<file path="src/rtl/arb_pkg.sv">
`default_nettype none
// ============================================================================
// Module      : arb_pkg
// Description : Shared constants and helpers for the 4-queue schedulers.
// Revision    : 1.0 - initial release
// ============================================================================
package arb_pkg;

  localparam int NQ    = 4;
  localparam int SEL_W = 2;

  typedef struct packed {
    logic             found;
    logic [SEL_W-1:0] idx;
  } pick_t;

  function automatic logic [SEL_W-1:0] next_idx(input logic [SEL_W-1:0] idx);
    return idx + SEL_W'(1);
  endfunction

  // First non-empty queue, searching start, start+1, ... with index wrap.
  function automatic pick_t rr_pick(input logic [NQ-1:0]    empty,
                                    input logic [SEL_W-1:0] start);
    pick_t            r;
    logic [SEL_W-1:0] k;
    r.found = 1'b0;
    r.idx   = start;
    k       = start;
    for (int j = 0; j < NQ; j++) begin
      if (!r.found && !empty[k]) begin
        r.found = 1'b1;
        r.idx   = k;
      end
      k = next_idx(k);
    end
    return r;
  endfunction

endpackage
`default_nettype wire

</file>
<file path="src/rtl/rr_pick4.sv">
`default_nettype none
// ============================================================================
// Module      : rr_pick4
// Description : Combinational rotate-priority encoder over four empty flags.
// Revision    : 1.0 - initial release
// ============================================================================
module rr_pick4
  import arb_pkg::*;
(
  input  logic [NQ-1:0]    empty,
  input  logic [SEL_W-1:0] start,
  output logic             valid,
  output logic [SEL_W-1:0] idx
);

  pick_t w_pick;

  always_comb begin
    w_pick = rr_pick(empty, start);
  end

  assign valid = w_pick.found;
  assign idx   = w_pick.idx;

endmodule
`default_nettype wire

</file>
<file path="src/rtl/rr_arbiter4.sv">
`default_nettype none
// ============================================================================
// Module      : rr_arbiter4
// Description : Quantum round-robin scheduler for the 4-queue egress stage.
//               Optional macro ARB_PRIO0_EN makes queue 0 strict priority.
// Revision    : 1.0 - initial release
// ============================================================================
module rr_arbiter4
  import arb_pkg::*;
#(
  parameter int QUANTUM = 1,
  parameter int CNT_W   = 4
) (
  input  logic             clk,
  input  logic             reset,
  input  logic [NQ-1:0]    fifo_empty,
  input  logic             ds_almost_full,
  output logic [NQ-1:0]    pop,
  output logic [SEL_W-1:0] select,
  output logic             push,
  output logic             grant_valid
);

  localparam logic [CNT_W:0] c_quantum = (CNT_W+1)'(QUANTUM);

  logic [SEL_W-1:0] r_ptr;
  logic [CNT_W-1:0] r_cnt;
  logic [SEL_W-1:0] r_sel_q;
  logic             r_push_q;

  logic [NQ-1:0]    w_search_empty;
  logic             w_prio0;
  logic             w_rr_valid;
  logic [SEL_W-1:0] w_rr_idx;
  logic [SEL_W-1:0] w_win;
  logic             w_eligible;
  logic [CNT_W:0]   w_n;

`ifdef ARB_PRIO0_EN
  // Queue 0 bypasses the rotation entirely; the search only ever sees 1..3.
  assign w_search_empty = fifo_empty | NQ'(1);
  assign w_prio0        = ~fifo_empty[0];
`else
  assign w_search_empty = fifo_empty;
  assign w_prio0        = 1'b0;
`endif

  rr_pick4 u_pick (
    .empty (w_search_empty),
    .start (r_ptr),
    .valid (w_rr_valid),
    .idx   (w_rr_idx)
  );

  assign w_eligible = ~ds_almost_full & (w_prio0 | w_rr_valid);
  assign w_win      = w_prio0 ? '0 : w_rr_idx;

  // Words served to the winner including this one; restarts when the grant moves.
  assign w_n = (w_rr_idx == r_ptr) ? ({1'b0, r_cnt} + 1'b1) : (CNT_W+1)'(1);

  always_comb begin
    pop = '0;
    if (reset && w_eligible) begin
      pop[w_win] = 1'b1;
    end
  end

  assign grant_valid = |pop;
  assign select      = r_sel_q;
  assign push        = r_push_q;

  always_ff @(posedge clk) begin
    if (!reset) begin
      r_ptr    <= '0;
      r_cnt    <= '0;
      r_sel_q  <= '0;
      r_push_q <= 1'b0;
    end else if (w_eligible) begin
      r_sel_q  <= w_win;
      r_push_q <= 1'b1;
      if (!w_prio0) begin
        if (w_n == c_quantum) begin
          r_ptr <= next_idx(w_rr_idx);
          r_cnt <= '0;
        end else begin
          r_ptr <= w_rr_idx;
          r_cnt <= w_n[CNT_W-1:0];
        end
      end
    end else begin
      r_push_q <= 1'b0;
    end
  end

endmodule
`default_nettype wire

</file>
<file path="config.mk">
export PLATFORM = sky130hd
export DESIGN_NAME = rr_arbiter4
export DESIGN_NICKNAME = d
export VERILOG_FILES = /design/src/rtl/arb_pkg.sv /design/src/rtl/rr_pick4.sv /design/src/rtl/rr_arbiter4.sv
export SDC_FILE = /design/constraint.sdc
export NUM_CORES = 1
export LEC_CHECK = 0
export ABC_AREA = 1
export CORE_ASPECT_RATIO = 1.4
export CORE_MARGIN = 2
export CORE_UTILIZATION = 50
export DETAILED_ROUTE_END_ITERATION = 6
export PLACE_DENSITY_LB_ADDON = 0.08
export SETUP_SLACK_MARGIN = 0.5
export SLEW_MARGIN = 20
export SYNTH_ARGS = -nofsm -noshare
export SYNTH_HDL_FRONTEND = slang
export SYNTH_SLANG_ARGS = --single-unit
</file>
<file path="constraint.sdc">
create_clock -name clk -period 6.2 [get_ports clk]
set_clock_uncertainty 0.15 [all_clocks]
set_input_delay 0.62 -clock clk [delete_from_list [all_inputs] [get_ports clk]]
set_output_delay 0.62 -clock clk [all_outputs]
set_load 0.005 [all_outputs]
</file>
==> flow_summary.toml <==
[status]
status = "completed"

[detailed_routing]
via_count = 875
wl_per_cell_um = 10.79
vias_per_cell = 5.117
first_iter_violations = 9
wl_um = 1845
drcViolationCount = 0
first_pass_iters = 4
ant_nets = 0

[power]
p_per_area_nw_per_um2 = 457.8
peakVddDrop_v = 0.0002133
power_uw = 512.0
p_leak_nw = 0.5261

[hold_path]
hold_class = "flop to flop"
min_from = "select[0]"

[setup_path]
worst_setup_path_start_kind = "flop"
criticalPathCategory = "flop to output port"
critPathMaxFanout = 13
max_stage_delay_ns = 0.67
cp_cell_sequence = "inv_2 > nand2_2 > nand2_4 > o21ai_4 > nor2_8 > a21oi_2 > xor2_1 > ha_1 > inv_1 > a41oi_1 > clkdlybuf4s50_1"
crit_path_end_kind = "output port"
cp_slowest_cell = "dfxtp_1"
startpoint = "r_ptr[0]"
arrival_ns = 3.10
worstReg2RegStart = "r_ptr[0]"
crit_required_ns = 5.43

[timing]
rsz0062_at_grt = "false"
fmax_mhz = 258.4
hold_viol = 0
tightestPinTransition_ns = 0.5602
setup_viol = 0
finalSetupTns_ns = 0
min_period_over_period_pct = 62.41
relSlewSlack_pct = 62.60
holdWs_ns = 0.3783
drv_slew = 0
fin_crit_ns = 3.870

[placed_design]
gp_congestion = 0.7483
portBuffers = 14
placedInstanceArea_um2 = 1092
dpl.hpwl_um = 1523

[synth]
synthTopCellsByArea = "dfxtp_1 (19%), nand2_1 (13%), nand2_2 (11%), ha_1 (6.6%), inv_1 (5.9%)"
synth_cells = 136
ys.flop_type = "dfxtp_1"
synth_edf_count = 0
synth_seq_cells = 9
syn-cell-area_um2 = 953.4
yosysSeqAreaShare_pct = 18.90
synth_top_area_cell = "dfxtp_1"
synthMostInstantiatedCell = "nand2_1"
async_reset_ff_share_pct = 0
synth_cell_types = 26
synthTopCellsByCount = "nand2_1 (34), nand2_2 (17), inv_1 (15)"
synth.top_cell.area_share_pct = 18.90
yosys_warnings = 0
synth_area_per_cell_um2 = 7.010
synth_fp_nets = 148

[global_route]
busiest_layer = "met2"
grt_use_met2_pct = 37.50
grt_max_degree = 14
antenna_found_initial = 0
first_global_vias = 863
use_met1_pct = 20.39
grt_pass1_wl_um = 3312
grt_usage_pct = 19.75
use_met3_pct = 0
grt_overflow = 0

[layout]
areaGrowthSynthToFinish_pct = 17.32
stdcell_area_um2 = 1119
nets = 164
fill_cells = 166
finish.utilization_pct = 62.87
antenna_cells = 0
seq_area_um2 = 180.2
multi_input_area_um2 = 673.1
drive_above_1_share_pct = 27.15

[floorplan]
start_util_pct = 53.59
dieArea_um2 = 2277
die_w_um = 40.91
rows = 18
ios = 15
die_h_um = 55.67
core_um2 = 1779

[cts]
post_cts_buffers = 0
clkLatencyLatePin_ns = 0.26
cts_buffer_depth = 2
clockRootBuffer = "clkbuf_4"
ctsHoldBuffers = 0
cts_resized = 0
htree_levels = 1
clock_sinks = 9
cts_tree = "built"
cts_buffers = 3
cts.clk_slew.worst_paths_ns = 0.06

[job]
maxCapViolCount = 0
[layer usage]
layer	up-vias	wire [um]
li1	464	-
met1	396	722
met2	11	1058
met3	4	35
met4	0	29
met5	-	0
[metrics by stage]
stage	cells	setup slack [ns]
floorplan	136	3.482
detailed placement	167	2.326
CTS	171	2.297
global placement	167	2.409
global route	171	2.040
finish	171	2.330
[worst max-delay path: cells and delay by family (launching register included)]
| family | cells | cell delay (ns) |
|---|---|---|
| buffers and inverters | 3 | 0.77 |
| flip-flops | 1 | 0.67 |
| AO/OA/AOI/OAI | 3 | 0.63 |
| AND/OR/NAND/NOR | 3 | 0.29 |
| XOR/XNOR | 1 | 0.29 |
| adder cells (fa/ha/maj) | 1 | 0.19 |
[path summary, 6_finish.rpt]
check | slack [ns] | depth (start not counted) | endpoint
hold / removal | 0.38 | 2 | select[0]
hold reg to reg | 0.38 | 2 | select[0]
setup reg to reg | 3.39 | 13 | r_ptr[1]
setup / recovery | 2.33 | 11 | grant_valid
[logic make-up (layout without fill, tap and decap cells)]
logic type               count (synthesis)  after routing  share of synthesized area (%)
AO/OA/AOI/OAI                           19             19                          14.17
adder cells (fa/ha/maj)                  5              5                          6.562
AND/OR/NAND/NOR                         78             78                          47.11
flip-flops                               9              9                          18.90
XOR/XNOR                                 3              3                          2.756
buffers and inverters                   22             37                          10.50
[power breakdown]
| group | switching (mW) | leakage, nW | internal, mW |
|---|---|---|---|
| clock | 0.0203 | 0.0150 | 0.0248 |
| sequential | 0.0235 | 0.0744 | 0.0725 |
| combinational | 0.228 | 0.437 | 0.142 |
| total | 0.272 | 0.526 | 0.240 |
[layout by cell type (no fill, tap or decap), types with 5 or more instances in the layout]
| cell | synthesis | layout |
|---|---|---|
| nand2_1 | 34 | 34 |
| clkdlybuf4s50_1 | 0 | 14 |
| ha_1 | 5 | 5 |
| a21oi_1 | 5 | 5 |
| nand2_4 | 5 | 5 |
| nand3_1 | 7 | 7 |
| nor2_1 | 6 | 6 |
| nand2_2 | 17 | 17 |
| inv_1 | 15 | 15 |
| o21ai_0 | 5 | 5 |
| dfxtp_1 | 9 | 9 |
[state kept, by name, summed over array words and instances (netlist names)]
name	cells
r_cnt	4
r_ptr	2
select	2
push	1
[layout make-up]
class / instances / area share (%)
Multi-Input combinational cell: 105 / 60.18
Clock buffer: 4 / 2.349
Tap cell: 20 / 2.237
Sequential cell: 9 / 16.11
Timing Repair Buffer: 14 / 12.53
Inverter: 19 / 6.600
Note: power is estimated with default switching activity, not from simulation.
